**src/rtl/bloco_pkg.sv**
```systemverilog
// Shared definitions for the bloco_controle FSM: state encoding, mux selects, ULA op codes.
// The CLEAR state is reachable only when CTRL_CLEAR_EN is defined.
package bloco_pkg;

    localparam int unsigned STATE_W = 3;
    localparam int unsigned SEL_W   = 2;

    localparam logic OP_SOMA = 1'b0;
    localparam logic OP_MULT = 1'b1;

    localparam logic [SEL_W-1:0] SEL0_ZERO = 2'b00;
    localparam logic [SEL_W-1:0] SEL0_A    = 2'b01;
    localparam logic [SEL_W-1:0] SEL0_B    = 2'b10;
    localparam logic [SEL_W-1:0] SEL0_C    = 2'b11;

    localparam logic [SEL_W-1:0] SEL1_MUX0 = 2'b00;
    localparam logic [SEL_W-1:0] SEL1_X    = 2'b01;
    localparam logic [SEL_W-1:0] SEL1_S    = 2'b10;
    localparam logic [SEL_W-1:0] SEL1_H    = 2'b11;

    localparam logic [SEL_W-1:0] SEL2_X    = 2'b00;
    localparam logic [SEL_W-1:0] SEL2_MUX0 = 2'b01;
    localparam logic [SEL_W-1:0] SEL2_S    = 2'b10;
    localparam logic [SEL_W-1:0] SEL2_H    = 2'b11;

    typedef enum logic [STATE_W-1:0] {
        IDLE   = 3'd0,
        LOAD_X = 3'd1,
        MUL_A  = 3'd2,
        MUL_B  = 3'd3,
        ADD_H  = 3'd4,
        ADD_C  = 3'd5,
        DONE   = 3'd6,
        CLEAR  = 3'd7
    } estado_t;

    typedef struct packed {
        logic             lX;
        logic             lH;
        logic             lS;
        logic [SEL_W-1:0] m0;
        logic [SEL_W-1:0] m1;
        logic [SEL_W-1:0] m2;
        logic             h;
        logic             busy;
        logic             done;
    } ctrl_t;

    localparam ctrl_t CTRL_RESET = '{
        lX: 1'b0, lH: 1'b0, lS: 1'b0,
        m0: SEL0_ZERO, m1: SEL1_MUX0, m2: SEL2_X,
        h: OP_SOMA, busy: 1'b0, done: 1'b0
    };

    // Moore output decode: every field not set by a state keeps its idle value
    function automatic ctrl_t decodifica(input estado_t estado);
        ctrl_t c;
        c = CTRL_RESET;
        c.busy = (estado != IDLE) && (estado != DONE);
        case (estado)
            CLEAR: begin
                c.m2 = SEL2_MUX0;
                c.lS = 1'b1;
                c.lH = 1'b1;
            end
            LOAD_X: c.lX = 1'b1;
            MUL_A: begin
                c.m0 = SEL0_A;
                c.h  = OP_MULT;
                c.lH = 1'b1;
            end
            MUL_B: begin
                c.m0 = SEL0_B;
                c.h  = OP_MULT;
                c.lS = 1'b1;
            end
            ADD_H: begin
                c.m1 = SEL1_H;
                c.m2 = SEL2_S;
                c.lS = 1'b1;
            end
            ADD_C: begin
                c.m0 = SEL0_C;
                c.m2 = SEL2_S;
                c.lS = 1'b1;
            end
            DONE:    c.done = 1'b1;
            default: c = CTRL_RESET;
        endcase
        return c;
    endfunction

endpackage

```
**src/rtl/bloco_controle_if.sv**
```systemverilog
// Request handshake plus control lines between bloco_controle and its neighbours.
interface bloco_controle_if;
    import bloco_pkg::*;

    logic             start;
    logic             abort;
    logic             LX;
    logic             LH;
    logic             LS;
    logic [SEL_W-1:0] M0;
    logic [SEL_W-1:0] M1;
    logic [SEL_W-1:0] M2;
    logic             H;
    logic             busy;
    logic             done;

    modport master (
        output start, abort,
        input  LX, LH, LS, M0, M1, M2, H, busy, done
    );

    modport slave (
        input  start, abort,
        output LX, LH, LS, M0, M1, M2, H, busy, done
    );

endinterface

```
**src/rtl/bloco_controle.sv**
```systemverilog
// Moore controller sequencing resultado = A*K + B*K + C on the operative block.
// Optional macro CTRL_CLEAR_EN inserts a CLEAR state that zeroes S and H before LOAD_X.
module bloco_controle
    import bloco_pkg::*;
(
    input logic             clk,
    input logic             rst_n,
    bloco_controle_if.slave ctrl
);

    estado_t estado;
    ctrl_t   saida;

    // abort outranks start and every sequencing transition
    function automatic estado_t proximoEstado(input estado_t atual, input logic start,
                                              input logic abort);
        estado_t prox;
        prox = IDLE;
        if (!abort) begin
            case (atual)
`ifdef CTRL_CLEAR_EN
                IDLE:   prox = start ? CLEAR : IDLE;
                CLEAR:  prox = LOAD_X;
`else
                IDLE:   prox = start ? LOAD_X : IDLE;
`endif
                LOAD_X: prox = MUL_A;
                MUL_A:  prox = MUL_B;
                MUL_B:  prox = ADD_H;
                ADD_H:  prox = ADD_C;
                ADD_C:  prox = DONE;
                DONE:   prox = IDLE;
                default: prox = IDLE;
            endcase
        end
        return prox;
    endfunction

    // Outputs are registered alongside the state so they always equal decodifica(estado)
    always_ff @(posedge clk or negedge rst_n) begin
        if (!rst_n) begin
            estado <= IDLE;
            saida  <= CTRL_RESET;
        end else begin
            estado <= proximoEstado(estado, ctrl.start, ctrl.abort);
            saida  <= decodifica(proximoEstado(estado, ctrl.start, ctrl.abort));
        end
    end

    assign ctrl.LX   = saida.lX;
    assign ctrl.LH   = saida.lH;
    assign ctrl.LS   = saida.lS;
    assign ctrl.M0   = saida.m0;
    assign ctrl.M1   = saida.m1;
    assign ctrl.M2   = saida.m2;
    assign ctrl.H    = saida.h;
    assign ctrl.busy = saida.busy;
    assign ctrl.done = saida.done;

endmodule

```
**src/flat_wrapper.sv**
```systemverilog
// flat-port wrapper written by rule: the top's interface ports become plain ports
module bloco_controle_flat import bloco_pkg::*;
  (clk, rst_n, ctrl_start, ctrl_abort, ctrl_LX, ctrl_LH, ctrl_LS, ctrl_M0, ctrl_M1, ctrl_M2, ctrl_H, ctrl_busy, ctrl_done);
  bloco_controle_if ctrl_i ();
  input logic clk;
  input logic rst_n;
  input wire logic [$bits(ctrl_i.start)-1:0] ctrl_start;
  input wire logic [$bits(ctrl_i.abort)-1:0] ctrl_abort;
  output wire logic [$bits(ctrl_i.LX)-1:0] ctrl_LX;
  output wire logic [$bits(ctrl_i.LH)-1:0] ctrl_LH;
  output wire logic [$bits(ctrl_i.LS)-1:0] ctrl_LS;
  output wire logic [$bits(ctrl_i.M0)-1:0] ctrl_M0;
  output wire logic [$bits(ctrl_i.M1)-1:0] ctrl_M1;
  output wire logic [$bits(ctrl_i.M2)-1:0] ctrl_M2;
  output wire logic [$bits(ctrl_i.H)-1:0] ctrl_H;
  output wire logic [$bits(ctrl_i.busy)-1:0] ctrl_busy;
  output wire logic [$bits(ctrl_i.done)-1:0] ctrl_done;
  assign ctrl_i.start = ctrl_start;
  assign ctrl_i.abort = ctrl_abort;
  assign ctrl_LX = ctrl_i.LX;
  assign ctrl_LH = ctrl_i.LH;
  assign ctrl_LS = ctrl_i.LS;
  assign ctrl_M0 = ctrl_i.M0;
  assign ctrl_M1 = ctrl_i.M1;
  assign ctrl_M2 = ctrl_i.M2;
  assign ctrl_H = ctrl_i.H;
  assign ctrl_busy = ctrl_i.busy;
  assign ctrl_done = ctrl_i.done;
  bloco_controle u_core (.clk(clk), .rst_n(rst_n), .ctrl(ctrl_i));
endmodule
```
**config.mk**
```make
export PLATFORM = sky130hd
export DESIGN_NAME = bloco_controle_flat
export DESIGN_NICKNAME = d
export VERILOG_FILES = /design/src/rtl/bloco_pkg.sv /design/src/rtl/bloco_controle_if.sv /design/src/rtl/bloco_controle.sv /design/src/flat_wrapper.sv
export SDC_FILE = /design/constraint.sdc
export NUM_CORES = 1
export LEC_CHECK = 0
export ABC_AREA = 1
export BUFFER_PORTS_ARGS = -buffer_cell sky130_fd_sc_hd__buf_2
export CORE_AREA = 2 2 39 41
export CTS_CLUSTER_DIAMETER = 120
export DETAILED_ROUTE_END_ITERATION = 6
export DIE_AREA = 0 0 41 43
export GPL_TIMING_DRIVEN = 0
export PLACE_DENSITY = 0.69
export SLEW_MARGIN = 20
export SYNTH_ARGS = -nofsm -noshare
export SYNTH_HDL_FRONTEND = slang
export SYNTH_SLANG_ARGS = --single-unit
```
**constraint.sdc**
```tcl
create_clock -name clk -period 2.3 [get_ports clk]
set_input_delay 0.23 -clock clk [delete_from_list [all_inputs] [get_ports clk]]
set_output_delay 0.23 -clock clk [all_outputs]
set_load 0.05 [all_outputs]
```
==> impl_results.rst <==
.. list-table::
   :header-rows: 1

   * - Metric
     - Value
   * - Final worst path period need
     - 1.20 ns
   * - Post-route DRC
     - 0
   * - Post_cts resized
     - 0
   * - Count of endpoints failing hold in the final timing report
     - 0
   * - All-layer global routing usage
     - 0.133
   * - Total I/O pin count
     - 16
   * - Post-Synth Simple-Gate Area
     - 0.266
   * - Most common cell after layout, fill and taps aside
     - sky130_fd_sc_hd__buf_2
   * - IR drop worst, VDD
     - 376 uV
   * - Unique cell type count in the Yosys netlist
     - 16
   * - RD Place Congestion
     - 0.786
   * - Number of vias per cell after detailed routing
     - 4.49
   * - Dominant combinational cell family by area after synthesis
     - simple AND/OR/NAND/NOR gates
   * - Clock-pin slew of the registers on the worst-case setup and hold paths
     - 0.08 ns
   * - Count of endpoints failing setup in the final report
     - 0
   * - Residual overflow from global routing
     - 0
   * - Arrival time of data at the critical path endpoint
     - 0.97 ns
   * - Standard cell core area
     - 0.00138 mm^2
   * - Register-to-register setup slack
     - 1.17 ns
   * - CTS tree
     - done
   * - Endpoint kind of the worst setup timing path
     - output pin
   * - Adder-cell share of the synthesized area
     - 0
   * - Compound-gate portion of the synthesized area
     - 0.0368
   * - Worst flop-to-flop path startpoint
     - u_core.estado[1]
   * - Number of slew-limit violations in the final report
     - 0
   * - Worst clock skew
     - 0.00333 ns
   * - Latest clock arrival within the worst-skew pair
     - 0.28 ns
   * - Synthesized Nets
     - 58
   * - Portion of the clock cycle consumed by the worst path in the final layout
     - 0.523
   * - Worst Setup Slack, final
     - 1.10 ns
   * - Number of max-capacitance violations reported
     - 0
   * - Layout cell share with drive strength beyond 1
     - 0.459
   * - Path category of the worst min-delay check
     - in -> reg
   * - Place WS
     - 1.19 ns
   * - Via count of the first global-routing pass
     - 346
   * - Vertical extent of the die
     - 43 um
   * - # clock sinks
     - 14
   * - Commonest non-fill, non-tap cells in the layout
     - sky130_fd_sc_hd__buf_2 (15), sky130_fd_sc_hd__dfrtp_1 (14), sky130_fd_sc_hd__inv_1 (8), sky130_fd_sc_hd__nand2_1 (6), sky130_fd_sc_hd__nand3_1 (5)
   * - Finished layout cell area
     - 719 um^2
   * - Worst setup path category
     - reg -> out
   * - Final setup TNS
     - 0 ns
   * - Synth Area in XOR/XNOR
     - 0
   * - Yosys synthesis warning count
     - 0
   * - Power per Cell Area
     - 836 mW/mm^2
   * - Number of antenna violations at the first check in global routing
     - 0
   * - Effective utilization at floorplan
     - 0.418
   * - Placed cell areas
     - 673 um^2
   * - Post-synthesis instance total
     - 54
   * - Leakage power
     - 0.447 nW
   * - Vias post-DR
     - 404
   * - Mux contribution to synthesized area
     - 0
   * - Detailed Routing Iterations Pass 1
     - 4
   * - Antenna-violating nets left
     - 0
   * - Final Routed Wirelength
     - 887 um
   * - Maximum achievable frequency
     - 832 MHz
   * - Port Buffer Count
     - 15
   * - Final Net Count
     - 79
   * - WL per Instance
     - 9.86 um
   * - Pin count of the biggest net entering global routing
     - 15
   * - Critical path launch point type
     - flop
   * - Data required time at the worst endpoint
     - 2.07 ns
   * - Synthesized flop and latch total
     - 14
   * - WHS Endpoint
     - u_core.estado[2]
   * - Unrepaired setup endpoints after global routing
     - false
   * - Number of antenna cells inserted
     - 0
   * - Area of the die
     - 0.00176 mm^2
   * - Wire length of the first global-routing pass
     - 1.52 mm
   * - Master cell of the clock root buffer
     - sky130_fd_sc_hd__clkbuf_4
   * - Sequential element share of the synthesized area
     - 0.606
   * - 1st-iter DRT viols
     - 6
   * - Worst Reg2Reg Path Length in Cells
     - 6
   * - Overall die width
     - 41 um
   * - H-tree depth
     - 1
   * - Inserted Clock Buffers
     - 3
   * - Syn-to-layout area delta
     - 24.5%
   * - Fraction of the core area covered by cells at the end of the flow
     - 0.520
   * - Hold depth
     - 2
   * - Final HPWL DP
     - 682 um
   * - Post-Synthesis Cell Area
     - 578 um^2
   * - Hold path startpoint
     - ctrl_abort
   * - Crit Reg-Reg Endpoint
     - u_core.ctrl.busy
   * - Worst-case clock buffer depth
     - 2
   * - Outcome
     - completed
   * - Critical path fanouts, max
     - 2
   * - Mean post-synth cell area
     - 10.7 um^2
   * - Number of placement rows
     - 14
==> what timing repair did <==
| action | in CTS | in global routing |
|---|---|---|
| endpoints found under the hold margin | 14 | 0 |
| endpoints found under the setup margin | 0 | 0 |
| buffers inserted | 0 | 0 |
| hold buffers | 1 | 0 |
==> worst max-delay path, stage by stage (launching register included) <==
cell and delay [ns]:
sky130_fd_sc_hd__dfrtp_1 0.38, sky130_fd_sc_hd__buf_4 0.12, sky130_fd_sc_hd__buf_2 0.20
==> sequential cells by signal, indices dropped and copies added (netlist names) <==
register,count
u_core.estado,3
u_core.ctrl.LX,1
u_core.ctrl.done,1
u_core.ctrl.LS,1
u_core.ctrl.M1,1
u_core.ctrl.M2,2
u_core.ctrl.LH,1
u_core.ctrl.busy,1
u_core.ctrl.M0,2
u_core.ctrl.H,1
==> layer usage <==
| metal | track usage | share of wire | up-vias |
|---|---|---|---|
| met3 | 0.0314 | 0.045 | 2 |
| met1 | 0.179 | 0.40 | 187 |
| li1 | - | - | 201 |
| met4 | 0.100 | 0.017 | 0 |
| met5 | 0 | 0 | - |
| met2 | 0.175 | 0.53 | 14 |
==> power by group <==
group / switching, W / internal, W / total [W] / leakage, nW
clock network: 0.0000770 / 0.0000963 / 0.000173 / 0.0210
logic: 0.000114 / 0.0000345 / 0.000149 / 0.239
registers: 0.0000125 / 0.000267 / 0.000280 / 0.188
total: 0.000204 / 0.000398 / 0.000602 / 0.447
==> worst max path at each step <==
stage	end	slack, ns	from	depth (start not counted)
floorplan	ctrl_M1[1]	1.18	u_core.ctrl.M1[0]	1
global placement	u_core.ctrl.busy	1.19	u_core.estado[2]	4
detailed placement	u_core.ctrl.busy	1.19	u_core.estado[1]	6
CTS	ctrl_M1[1]	1.08	u_core.ctrl.M1[0]	2
global route	ctrl_M1[1]	1.05	u_core.ctrl.M1[0]	2
finish	ctrl_M1[1]	1.10	u_core.ctrl.M1[0]	2
==> per-stage QoR <==
stage | cells | total power, W | hold slack (ns)
after floorplan | 54 | 0.000398 | -0.0656
after global placement | 85 | 0.000431 | 0.131
after detailed placement | 85 | 0.000434 | 0.136
after CTS | 90 | 0.000611 | 0.141
after global routing | 90 | 0.000637 | 0.151
final | 90 | 0.000602 | 0.150
==> cell families after synthesis <==
logic type / count (synthesis)
and+or+nand+nor: 25
DFF: 14
AOI/OAI and AO/OA: 2
other: 1
buffers and inverters: 12
==> synthesized netlist by cell type (all sizes together) <==
cell type	n	area share
dfrtp	14	0.61
inv	11	0.071
nand2	11	0.11
nand3	8	0.095
nor2	5	0.050
a21oi	1	0.028
buf	1	0.013
conb	1	0.0065
nand4	1	0.011
o21ai	1	0.0086
==> layout make-up <==
cell class                 count  area [um^2]
sequential                    14          350
clock buffer                   4         36.3
tap                           16         20.0
inverter                      11         41.3
multi-input combinational     28          179
buffer                         1         7.51
fill                         121          664
timing repair buffer          16         85.1
No activity file was read; power rests on OpenSTA's default activity.
